File: src/rtl/glb_ld_dma_addr_gen_pkg.sv
// Shared types and constants for the GLB load-DMA address generator.
//   loop_ctrl_t      : per-level {range, stride}, stride counted in words
//   dma_ld_header_t  : load descriptor as presented at the head of the header queue
//   rdrq_packet_t    : {rd_en, rd_addr} read request toward the bank/SRAM read path
//   ld_dma_state_t   : controller state
package glb_ld_dma_addr_gen_pkg;

  localparam int GLB_ADDR_WIDTH          = 22;
  localparam int BANK_DATA_WIDTH         = 64;
  localparam int LOOP_LEVEL              = 4;
  localparam int MAX_NUM_WORDS_WIDTH     = 16;
  localparam int MAX_STRIDE_WIDTH        = 10;
  localparam int LD_DMA_START_DROP_WIDTH = 8;

  // Byte address advances by BANK_DATA_WIDTH/8 per word, applied as a shift.
  localparam int ADDR_SHIFT = $clog2(BANK_DATA_WIDTH / 8);

  typedef struct packed {
    logic [MAX_NUM_WORDS_WIDTH-1:0] range;
    logic [MAX_STRIDE_WIDTH-1:0]    stride;
  } loop_ctrl_t;

  typedef struct packed {
    logic                           valid;
    logic [GLB_ADDR_WIDTH-1:0]      start_addr;
    logic [MAX_NUM_WORDS_WIDTH-1:0] num_active_words;
    logic [MAX_NUM_WORDS_WIDTH-1:0] num_inactive_words;
    loop_ctrl_t [LOOP_LEVEL-1:0]    loop_ctrl;
  } dma_ld_header_t;

  typedef struct packed {
    logic                      rd_en;
    logic [GLB_ADDR_WIDTH-1:0] rd_addr;
  } rdrq_packet_t;

  typedef enum logic [1:0] {
    IDLE     = 2'd0,
    ACTIVE   = 2'd1,
    INACTIVE = 2'd2,
    DONE     = 2'd3
  } ld_dma_state_t;

endpackage

File: src/rtl/glb_ld_dma_addr_gen_loop_iter.sv
// Nested loop iterator: LOOP_LEVEL range counters plus stride accumulators.
// Level 0 is innermost. acc[i] holds sum_{j>=i} itr_j*stride_j, so acc[0]
// is the word offset of the current iteration without any multiplier.
// The "current" iteration is the reset point (all zero, new loop_ctrl) in a
// load cycle, otherwise the registered state; a step advances past it.
//   clk, reset    : clock, synchronous active-high reset
//   load_i        : start a new iteration space from loop_ctrl_i
//   step_i        : the current iteration is consumed this cycle
//   loop_ctrl_i   : per-level range/stride, sampled on load_i
//   offset_o      : word offset of the current iteration
//   last_o        : current iteration is the final one
module glb_loop_iter
  import glb_ld_dma_addr_gen_pkg::*;
(
  input  logic                      clk,
  input  logic                      reset,
  input  logic                      load_i,
  input  logic                      step_i,
  input  loop_ctrl_t [LOOP_LEVEL-1:0] loop_ctrl_i,
  output logic [GLB_ADDR_WIDTH-1:0] offset_o,
  output logic                      last_o
);

  loop_ctrl_t [LOOP_LEVEL-1:0]                     ctrl_q;
  logic [LOOP_LEVEL-1:0][MAX_NUM_WORDS_WIDTH-1:0]  itr_q, itr_d;
  logic [LOOP_LEVEL-1:0][GLB_ADDR_WIDTH-1:0]       acc_q, acc_d;

  loop_ctrl_t [LOOP_LEVEL-1:0]                     cur_ctrl_s;
  logic [LOOP_LEVEL-1:0][MAX_NUM_WORDS_WIDTH-1:0]  cur_itr_s;
  logic [LOOP_LEVEL-1:0][GLB_ADDR_WIDTH-1:0]       cur_acc_s;
  logic [LOOP_LEVEL-1:0]                           end_s;

  // Select the current iteration and flag levels sitting on their final count.
  always_comb begin
    if (load_i) begin
      cur_ctrl_s = loop_ctrl_i;
      cur_itr_s  = '0;
      cur_acc_s  = '0;
    end else begin
      cur_ctrl_s = ctrl_q;
      cur_itr_s  = itr_q;
      cur_acc_s  = acc_q;
    end
    // A range of 0 behaves as 1: the level never advances past itr 0.
    for (int i = 0; i < LOOP_LEVEL; i++) begin
      end_s[i] = (({1'b0, cur_itr_s[i]} + {{MAX_NUM_WORDS_WIDTH{1'b0}}, 1'b1})
                  >= {1'b0, cur_ctrl_s[i].range});
    end
  end

  // Ripple the step through the levels and rebuild the accumulators.
  always_comb begin
    logic                      carry_v;
    logic [GLB_ADDR_WIDTH-1:0] acc_carry_v;
    logic [LOOP_LEVEL-1:0]     inc_v;
    logic [LOOP_LEVEL-1:0]     wrap_v;
    carry_v     = step_i;
    acc_carry_v = '0;
    inc_v       = '0;
    wrap_v      = '0;
    itr_d       = cur_itr_s;
    acc_d       = cur_acc_s;
    for (int i = 0; i < LOOP_LEVEL; i++) begin
      if (carry_v) begin
        if (end_s[i]) begin
          itr_d[i]  = '0;
          wrap_v[i] = 1'b1;
        end else begin
          itr_d[i] = cur_itr_s[i] + MAX_NUM_WORDS_WIDTH'(1'b1);
          inc_v[i] = 1'b1;
          carry_v  = 1'b0;
        end
      end else begin
        itr_d[i] = cur_itr_s[i];
      end
    end
    // The incremented level adds its stride; every wrapped level below it
    // restarts from that level's new accumulator value.
    for (int i = LOOP_LEVEL - 1; i >= 0; i--) begin
      if (inc_v[i]) begin
        acc_d[i]    = cur_acc_s[i] + GLB_ADDR_WIDTH'(cur_ctrl_s[i].stride);
        acc_carry_v = acc_d[i];
      end else if (wrap_v[i]) begin
        acc_d[i] = acc_carry_v;
      end else begin
        acc_d[i] = cur_acc_s[i];
      end
    end
  end

  // Iterator state registers.
  always_ff @(posedge clk) begin
    if (reset) begin
      ctrl_q <= '0;
      itr_q  <= '0;
      acc_q  <= '0;
    end else if (load_i || step_i) begin
      ctrl_q <= cur_ctrl_s;
      itr_q  <= itr_d;
      acc_q  <= acc_d;
    end
  end

  assign offset_o = cur_acc_s[0];
  assign last_o   = &end_s;

endmodule

File: src/rtl/glb_ld_dma_addr_gen.sv
// Load-DMA address generator for one GLB tile. Accepts a descriptor on a
// start pulse, walks its nested loop space and emits one registered read
// request per active cycle, with optional active/inactive gap bursts.
//   clk, reset            : clock, synchronous active-high reset
//   ld_dma_header_i       : descriptor at the head of the header queue
//   ld_dma_start_pulse_i  : one-cycle start request
//   header_pop_o          : descriptor consumed (combinational, accept cycle)
//   rdrq_o                : registered {rd_en, rd_addr} read request
//   busy_o                : transfer in progress, accept until done pulse
//   ld_dma_done_pulse_o   : one cycle, the cycle after the last request
//   start_drop_cnt_o      : saturating count of ignored start pulses
module glb_ld_dma_addr_gen
  import glb_ld_dma_addr_gen_pkg::*;
(
  input  logic                               clk,
  input  logic                               reset,
  input  dma_ld_header_t                     ld_dma_header_i,
  input  logic                               ld_dma_start_pulse_i,
  output logic                               header_pop_o,
  output rdrq_packet_t                       rdrq_o,
  output logic                               busy_o,
  output logic                               ld_dma_done_pulse_o,
  output logic [LD_DMA_START_DROP_WIDTH-1:0] start_drop_cnt_o
);

  ld_dma_state_t                      state_q;
  logic                               fin_q;      // last word issued, done next
  logic [GLB_ADDR_WIDTH-1:0]          start_addr_q;
  logic [MAX_NUM_WORDS_WIDTH-1:0]     num_act_q, num_inact_q;
  logic [MAX_NUM_WORDS_WIDTH-1:0]     act_cnt_q, inact_cnt_q;
  rdrq_packet_t                       rdrq_q;
  logic                               busy_q, done_q;
  logic [LD_DMA_START_DROP_WIDTH-1:0] drop_cnt_q;

  logic                               accept_s, zero_words_s, issue_s;
  logic                               gaps_en_s, burst_end_s, last_s;
  logic [GLB_ADDR_WIDTH-1:0]          cur_start_s, offset_s, rd_addr_s;
  logic [MAX_NUM_WORDS_WIDTH-1:0]     cur_num_act_s, cur_num_inact_s, cur_act_cnt_s;
  ld_dma_state_t                      burst_state_s;
  logic                               burst_fin_s;
  logic [MAX_NUM_WORDS_WIDTH-1:0]     burst_act_cnt_s;

  // Accept decision and current-transfer parameters; word 0 issues in the
  // accept cycle itself so that it appears registered one cycle later.
  always_comb begin
    accept_s     = (state_q == IDLE) && ld_dma_start_pulse_i && ld_dma_header_i.valid;
    zero_words_s = (ld_dma_header_i.loop_ctrl[0].range == '0);
    if (accept_s) begin
      cur_start_s     = ld_dma_header_i.start_addr;
      cur_num_act_s   = ld_dma_header_i.num_active_words;
      cur_num_inact_s = ld_dma_header_i.num_inactive_words;
      cur_act_cnt_s   = '0;
      issue_s         = !zero_words_s;
    end else begin
      cur_start_s     = start_addr_q;
      cur_num_act_s   = num_act_q;
      cur_num_inact_s = num_inact_q;
      cur_act_cnt_s   = act_cnt_q;
      issue_s         = (state_q == ACTIVE) && !fin_q;
    end
    gaps_en_s   = (cur_num_act_s != '0) && (cur_num_inact_s != '0);
    burst_end_s = gaps_en_s &&
                  ((cur_act_cnt_s + MAX_NUM_WORDS_WIDTH'(1'b1)) == cur_num_act_s);
    rd_addr_s   = cur_start_s + (offset_s << ADDR_SHIFT);
  end

  // Where an issuing cycle leads: the last word wins over a burst end.
  always_comb begin
    if (last_s) begin
      burst_state_s   = ACTIVE;
      burst_fin_s     = 1'b1;
      burst_act_cnt_s = cur_act_cnt_s + MAX_NUM_WORDS_WIDTH'(1'b1);
    end else if (burst_end_s) begin
      burst_state_s   = INACTIVE;
      burst_fin_s     = 1'b0;
      burst_act_cnt_s = '0;
    end else begin
      burst_state_s   = ACTIVE;
      burst_fin_s     = 1'b0;
      burst_act_cnt_s = cur_act_cnt_s + MAX_NUM_WORDS_WIDTH'(1'b1);
    end
  end

  glb_loop_iter u_loop_iter (
    .clk         (clk),
    .reset       (reset),
    .load_i      (accept_s),
    .step_i      (issue_s),
    .loop_ctrl_i (ld_dma_header_i.loop_ctrl),
    .offset_o    (offset_s),
    .last_o      (last_s)
  );

  // Controller FSM with registered request, busy, done and drop counter.
  always_ff @(posedge clk) begin
    if (reset) begin
      state_q      <= IDLE;
      fin_q        <= 1'b0;
      start_addr_q <= '0;
      num_act_q    <= '0;
      num_inact_q  <= '0;
      act_cnt_q    <= '0;
      inact_cnt_q  <= '0;
      rdrq_q       <= '0;
      busy_q       <= 1'b0;
      done_q       <= 1'b0;
      drop_cnt_q   <= '0;
    end else begin
      rdrq_q.rd_en   <= issue_s;
      rdrq_q.rd_addr <= issue_s ? rd_addr_s : '0;
      done_q         <= 1'b0;
      if (ld_dma_start_pulse_i && !accept_s && (drop_cnt_q != '1)) begin
        drop_cnt_q <= drop_cnt_q + LD_DMA_START_DROP_WIDTH'(1'b1);
      end
      case (state_q)
        IDLE: begin
          if (accept_s) begin
            start_addr_q <= ld_dma_header_i.start_addr;
            num_act_q    <= ld_dma_header_i.num_active_words;
            num_inact_q  <= ld_dma_header_i.num_inactive_words;
            inact_cnt_q  <= '0;
            if (zero_words_s) begin
              state_q <= DONE;
              done_q  <= 1'b1;
              busy_q  <= 1'b0;
            end else begin
              state_q   <= burst_state_s;
              fin_q     <= burst_fin_s;
              act_cnt_q <= burst_act_cnt_s;
              busy_q    <= 1'b1;
            end
          end
        end
        ACTIVE: begin
          if (fin_q) begin
            // Last request is on the bus this cycle; done follows it.
            state_q <= DONE;
            fin_q   <= 1'b0;
            done_q  <= 1'b1;
            busy_q  <= 1'b0;
          end else begin
            state_q     <= burst_state_s;
            fin_q       <= burst_fin_s;
            act_cnt_q   <= burst_act_cnt_s;
            inact_cnt_q <= '0;
          end
        end
        INACTIVE: begin
          if ((inact_cnt_q + MAX_NUM_WORDS_WIDTH'(1'b1)) == num_inact_q) begin
            state_q     <= ACTIVE;
            act_cnt_q   <= '0;
            inact_cnt_q <= '0;
          end else begin
            inact_cnt_q <= inact_cnt_q + MAX_NUM_WORDS_WIDTH'(1'b1);
          end
        end
        DONE: begin
          state_q <= IDLE;
          busy_q  <= 1'b0;
        end
        default: begin
          state_q <= IDLE;
          fin_q   <= 1'b0;
          busy_q  <= 1'b0;
        end
      endcase
    end
  end

  assign header_pop_o        = accept_s;
  assign rdrq_o              = rdrq_q;
  assign busy_o              = busy_q;
  assign ld_dma_done_pulse_o = done_q;
  assign start_drop_cnt_o    = drop_cnt_q;

endmodule

File: config.mk
export PLATFORM = sky130hd
export DESIGN_NAME = glb_ld_dma_addr_gen
export DESIGN_NICKNAME = d
export VERILOG_FILES = /design/src/rtl/glb_ld_dma_addr_gen_pkg.sv /design/src/rtl/glb_ld_dma_addr_gen_loop_iter.sv /design/src/rtl/glb_ld_dma_addr_gen.sv
export SDC_FILE = /design/constraint.sdc
export NUM_CORES = 1
export LEC_CHECK = 0
export ABC_AREA = 1
export BUFFER_PORTS_ARGS = -buffer_cell sky130_fd_sc_hd__buf_2
export CAP_MARGIN = 20
export CORE_MARGIN = 4
export CORE_UTILIZATION = 35
export CTS_CLUSTER_DIAMETER = 120
export DETAILED_ROUTE_END_ITERATION = 8
export HOLD_SLACK_MARGIN = 0.02
export MAX_ROUTING_LAYER = met4
export PLACE_DENSITY = 0.6
export SLEW_MARGIN = 20
export SYNTH_ARGS = -nofsm -noshare
export SYNTH_HDL_FRONTEND = slang
export SYNTH_SLANG_ARGS = --single-unit
File: constraint.sdc
create_clock -name clk -period 6.5 [get_ports clk]
set_input_delay 0.65 -clock clk [delete_from_list [all_inputs] [get_ports clk]]
set_output_delay 0.65 -clock clk [all_outputs]
set_load 0.01 [all_outputs]
======== Word level (Yosys, flattened, before mapping) ========
Index checks and enable logic that the tools add are counted.
operators by class
  order comparisons ....................... 4
  reduce and logical (&&, ||, !) cells .... 25
  equality and inequality tests ........... 11
  add/subtract/negate cells ............... 16
  $mul .................................... 0
  bitwise gates (word level) .............. 1
  div/mod/pow operators ................... 0
  shift operators ......................... 0
  multiplexer cells ....................... 74
operator list
  kind                                                              number
  16-bit 2-to-1 mux                                                 20
  22-bit 2-to-1 mux                                                 12
  104-bit 2-to-1 mux                                                1
  16-bit by 1-bit adder with 16-bit output (second input constant)  6
  16-bit one-hot mux with 3 select lines                            2
  22-bit by 10-bit adder with 22-bit output                         4
  88-bit 2-to-1 mux                                                 1
  16-bit by 1-bit adder with 17-bit output (second input constant)  4
  17-bit by 16-bit greater-or-equal comparator with 1-bit output    4
  64-bit 2-to-1 mux                                                 1
  16-bit == test                                                    2
  16-bit nonzero test                                               2
  1-bit 2-to-1 mux                                                  27
  22-bit adder                                                      1
  16-bit logical NOT                                                1
  2-bit 2-to-1 mux                                                  6
  2-bit != test (second input constant)                             5
  3-bit AND reduction                                               3
  8-bit by 1-bit adder with 8-bit output (second input constant)    1
  8-bit != test (second input constant)                             1
  2-bit one-hot mux with 4 select lines                             1
  1-bit logical AND                                                 7
  3-bit nonzero test                                                2
  5-bit AND reduction                                               1
  other kinds (12)                                                  16
word-level totals
  word-level logic and storage cells ...... 159
  memories kept ........................... 0
  register bits ........................... 378
  bits in latches ......................... 0
  memory bits (writable) .................. 0
  ROM bits ................................ 0

======== Longest topological paths before layout ========
  word-level depth ........................ 16
  depth in mapped cells ................... 39
  mapped depth without buffers ............ 32

======== By module ========
Synthesis repeated with hierarchy kept, for this count alone.
unflattened totals
  cell total of the unflattened synthesis .. 3548
  area, all modules ....................... 23777.8 um^2
modules (own cells, without submodules)
  module               cells an instance  seq. area each (um^2)  times used  area an instance (um^2)
  glb_loop_iter        2438               5124.9                 1           16485.8
  glb_ld_dma_addr_gen  1110               2442.3                 1           7292.0

======== Worst setup path after synthesis ========
Ideal clock, no wire load.
  kind .................................... input-to-reg
  from .................................... input ld_dma_start_pulse_i
  to ...................................... register u_loop_iter.acc_q[60] in the netlist's numbering
  cell stages on the path ................. 35
  path slack .............................. 1.276 ns
  path buffers ............................ 8
  data arrival time ....................... 5.167 ns
  cell sequence ........................... nand3_4 buf_6 buf_6 buf_4 buf_2 buf_2 clkbuf_1 buf_2 nand2_1 inv_1 ha_1 inv_1 nor3_2 nand3_1 nor2_1 nand4_1 nor3_1 xor2_1 inv_1 ha_1 nand2_1 nor2_1 nand4_1 nor3b_1 nor2_1 nand2_2 nand2_2 clkinv_2 nand2_4 nor2_4 buf_6 nand3_1 o211ai_1 nand2_1 inv_1
between the ends
  word-level cells in the longest chain between the ends .. 13
ends and longest elaborated chain
  what                                                            line                                  RTL
  start, declared                                                 glb_ld_dma_addr_gen.sv:18             input logic ld_dma_start_pulse_i,
  1-bit logical AND * (2 in a row)                                glb_ld_dma_addr_gen.sv:46             accept_s = (state_q == IDLE) && ld_dma_start_pulse_i && ld_dma_header_i.valid;
  64-bit 2-to-1 mux                                               glb_ld_dma_addr_gen_loop_iter.sv:35   if (load_i) begin
  16-bit by 1-bit adder with 17-bit output                        glb_ld_dma_addr_gen_loop_iter.sv:46   end_s[i] = (({1'b0, cur_itr_s[i]} + {{MAX_NUM_WORDS_WIDTH{1'b0}}, 1'b1})
  17-bit by 16-bit greater-or-equal comparator with 1-bit output  glb_ld_dma_addr_gen_loop_iter.sv:47   >= {1'b0, cur_ctrl_s[i].range});
  1-bit 2-to-1 mux                                                glb_ld_dma_addr_gen_loop_iter.sv:65   if (end_s[i]) begin
  1-bit 2-to-1 mux (4 in a row)                                   glb_ld_dma_addr_gen_loop_iter.sv:64   if (carry_v) begin
  22-bit 2-to-1 mux                                               glb_ld_dma_addr_gen_loop_iter.sv:80   if (inc_v[i]) begin
  22-bit 2-to-1 mux                                               glb_ld_dma_addr_gen_loop_iter.sv:83   end else if (wrap_v[i]) begin
  22-bit 2-to-1 mux                                               glb_ld_dma_addr_gen_loop_iter.sv:80
  end signal, assigned                                            glb_ld_dma_addr_gen_loop_iter.sv:96   acc_q <= '0;
  end signal, assigned                                            glb_ld_dma_addr_gen_loop_iter.sv:100  acc_q <= acc_d;
  end, declared                                                   glb_ld_dma_addr_gen_loop_iter.sv:26   logic [LOOP_LEVEL-1:0][GLB_ADDR_WIDTH-1:0] acc_q, acc_d;
Mark *: on every way between the ends. The rest lies on a longest branch, timed or not.
A chain may end at the register's enable or synchronous reset.

======== Final worst setup path ========
  from .................................... register state_q[0]
  to ...................................... register u_loop_iter.acc_q[48] in the netlist's numbering
between the ends
  word-level cells in the longest chain between the ends .. 14
ends and longest elaborated chain
  what                                                            line                                 RTL
  start, declared                                                 glb_ld_dma_addr_gen.sv:26            ld_dma_state_t state_q;
  start signal, assigned                                          glb_ld_dma_addr_gen.sv:127           state_q <= burst_state_s;
  start signal, assigned                                          glb_ld_dma_addr_gen.sv:142           state_q <= burst_state_s;
  2-bit logical NOT                                               glb_ld_dma_addr_gen.sv:46
  1-bit logical AND (2 in a row)                                  glb_ld_dma_addr_gen.sv:46
  64-bit 2-to-1 mux                                               glb_ld_dma_addr_gen_loop_iter.sv:35
  16-bit by 1-bit adder with 17-bit output                        glb_ld_dma_addr_gen_loop_iter.sv:46
  17-bit by 16-bit greater-or-equal comparator with 1-bit output  glb_ld_dma_addr_gen_loop_iter.sv:47
  1-bit 2-to-1 mux                                                glb_ld_dma_addr_gen_loop_iter.sv:65
  1-bit 2-to-1 mux (4 in a row)                                   glb_ld_dma_addr_gen_loop_iter.sv:64
  22-bit 2-to-1 mux                                               glb_ld_dma_addr_gen_loop_iter.sv:80
  22-bit 2-to-1 mux                                               glb_ld_dma_addr_gen_loop_iter.sv:83
  22-bit 2-to-1 mux                                               glb_ld_dma_addr_gen_loop_iter.sv:80
Parallel ways exist; a longest one is shown, timed or not.

==> impl_metrics.json <==
{
  "rsz0062_at_grt": "false",
  "dp_slack_ns": 0.985,
  "portBuffers": 195,
  "power_density_mw_per_mm2": 235,
  "multi_input_area_mm2": 0.0127,
  "ys_warn_count": 0,
  "maxCapViolCount": 0,
  "syn2layout_area_growth_pct": 14.8,
  "crit_buf_inv": 4,
  "synth.area.top_cells": "dfxtp_1 (33%), nand2_1 (12%), inv_1 (8.2%)",
  "fin_cells": 4345,
  "die_y_um": 262,
  "dp_hpwl_um": 46700,
  "place_congestion": 0.883,
  "coreArea_mm2": 0.0634,
  "min_path_cells": 3,
  "die_w_um": 262,
  "clock_latency_ns": 0.59,
  "n_fill_cell": 6681,
  "synthFlopType": "dfxtp_1",
  "cpMaxStageDelayCell": "nor2_4",
  "synth_enable_flop_cells": 0,
  "placedCellCount": 4261,
  "min_to": "start_addr_q[1]",
  "nets": 3758,
  "numCtsBuffers": 45,
  "period_share_pct": 80.9,
  "cts_tree": "built",
  "drv_slew": 0,
  "status": "completed",
  "critPathCaptureType": "flop",
  "crit_required_ns": 7.01,
  "ys_async_sr_fraction_pct": 0,
  "antenna_found_initial": 0,
  "initial_core_util_pct": 35.5,
  "holdCritStartpoint": "ld_dma_header_i[137]",
  "wirelength_um": 62800,
  "grt_pass1_wl_um": 101000,
  "drive_gt1_share_pct": 12.4,
  "die_area_mm2": 0.0685,
  "tightestPinTransition_ns": 1.03,
  "drt_iter0_markers": 1379,
  "r2r-end": "u_loop_iter.acc_q[48]",
  "synth_top_area_share_pct": 32.5,
  "boundaryPins": 196,
  "synth_cells": 3314,
  "grt_usage_pct": 18.5,
  "num_rows": 92,
  "grt.overflow.total": 0,
  "finalSetupViolations": 0,
  "arrival_ns": 5.77,
  "avgSynthCellArea_um2": 6.80,
  "drt-pass1-iter-count": 5,
  "clock_sinks": 366,
  "synth.most_common_cell": "nand2_1",
  "hold_viol": 0,
  "clkTransAtPathRegs_ns": 0.06,
  "hp-class": "input port to flop",
  "p_leak_nw": 13.4,
  "grt_max_degree": 113,
  "path_depth": 30,
  "peakVddDrop_v": 0.000183,
  "vias": 20600,
  "ys_types": 58,
  "critical_path.max_stage_delay_ns": 0.45,
  "netlist_area_mm2": 0.0225,
  "p_total_mw": 6.09,
  "drc": 0,
  "synth_common_cells": "nand2_1 (739), inv_1 (491), nor2_1 (388)",
  "drtAntennaViolNets": 0,
  "critPathMaxFanout": 27,
  "postCtsSetupBuffers": 0,
  "r2r_setup_slack_ns": 1.24,
  "cts-root-buf": "clkbuf_16",
  "ys_ff_latch": 366,
  "wl_per_cell_um": 14.5,
  "cts_resized": 0,
  "grt_pass1_vias": 19500,
  "seq_area_mm2": 0.00733,
  "n_antenna_cell": 0,
  "crit_family": "simple AND/OR/NAND/NOR gates",
  "crit_path_start_kind": "flop",
  "fmax_ghz": 0.190,
  "via_per_inst": 4.73,
  "syn-num-nets": 3610,
  "r2r_cells": 30,
  "criticalPathCategory": "flop to flop",
  "reg2reg_from": "state_q[0]",
  "clk_path_buf_depth": 3,
  "fin_crit_ns": 5.26,
  "fin_skew_ns": 0.0228,
  "ys_seq_area_share_pct": 32.5,
  "yosysTopAreaCell": "dfxtp_1",
  "relSlewSlack_pct": 30.8,
  "worst_slack_ns": 1.24,
  "hold_buffers": 0,
  "final.setup.tns_ns": 0,
  "cts_max_level": 2,
  "path_common_cell": "nand2_1"
}
[worst max path at each step]
| stage | startpoint | endpoint | slack [ns] |
|---|---|---|---|
| after CTS | state_q[0] | u_loop_iter.acc_q[48] | 1.22 |
| after detailed placement | ld_dma_start_pulse_i | u_loop_iter.acc_q[48] | 0.98 |
| final | state_q[0] | u_loop_iter.acc_q[48] | 1.24 |
| after global placement | ld_dma_start_pulse_i | u_loop_iter.acc_q[48] | 1.11 |
| after floorplan | ld_dma_start_pulse_i | u_loop_iter.acc_q[60] | 1.28 |
| after global routing | state_q[0] | u_loop_iter.acc_q[48] | 0.52 |
[state kept, by name, summed over array words and instances, names as in the netlist]
signal and cells:
num_act_q 16, u_loop_iter.acc_q 76, start_addr_q 22, num_inact_q 16
start_drop_cnt_o 8, rdrq_o 23, inact_cnt_q 16, ld_dma_done_pulse_o 1
act_cnt_q 16, state_q 2, u_loop_iter.ctrl_q 104, fin_q 1
u_loop_iter.itr_q 64, busy_o 1
[power by group]
| part | switching [mW] | internal, mW | leakage, nW |
|---|---|---|---|
| Clock | 1.04 | 1.73 | 0.813 |
| Combinational | 0.603 | 0.332 | 9.61 |
| Sequential | 0.0380 | 2.34 | 2.98 |
| Total | 1.68 | 4.41 | 13.4 |
[worst min-delay path, delay by kind of cell]
| family | cells | cell delay, ns |
|---|---|---|
| buffers and inverters | 1 | 0.08 |
| and+or+nand+nor | 1 | 0.08 |
| muxes | 1 | 0.07 |
[cell type report]
cell class,count,area share [%]
Timing Repair Buffer,225,4.78
Multi-Input combinational cell,2326,49.2
Inverter,498,7.25
Clock buffer,66,5.29
Sequential cell,366,28.3
Tap cell,846,4.09
Clock inverter,18,1.06
[layer usage]
metal  GRT usage, %  wire length [um]  share of wire, %
met3           2.53              2760               4.4
met1           24.3             29800                47
met2           30.1             28800                46
met5              -                 0                 0
met4           4.94              1520               2.4
[kinds of logic (layout without fill, tap and decap cells)]
logic type      after synthesis  after routing  synth area share, %
simple gates               1482           1482                 28.4
buf+inv                     622            807                 11.0
compound gates              540            540                 13.3
flops                       366            366                 32.5
fa+ha+maj                   134            134                 7.61
xor+xnor                    120            120                 4.85
mux                          50             50                 2.22
[placed cells by master (no fill, tap or decap), types with 6 or more instances in the layout]
cell       instances
a211oi_1          44
a21oi_1          264
a22oi_1           24
buf_2            194
buf_4             28
bufinv_16          7
clkbuf_1           7
clkbuf_16         47
clkbuf_8          12
clkinv_2           9
dfxtp_1          366
ha_1             129
inv_1            491
mux2i_1           50
nand2_1          739
nand2_2            7
nand3_1          127
nand3b_1           8
nand4_1           54
nor2_1           387
nor2_2            12
nor3_1            28
nor3_2            10
nor4_1             8
o2111ai_1          8
o211ai_1           8
o21ai_0          150
o21ai_1           11
o21bai_1           6
or2_2             77
xnor2_1           18
xor2_1            99
[metrics by stage]
step / utilization [%] / hold WS, ns / cell area, um^2
detailed placement: 38.2 / 0.456 / 24200
global route: 40.8 / 0.312 / 25900
finish: 40.8 / 0.333 / 25900
floorplan: - / 0.445 / 22500
global placement: 38.2 / 0.454 / 24200
CTS: 40.8 / 0.291 / 25900
Note: power is estimated with default switching activity, not from simulation.
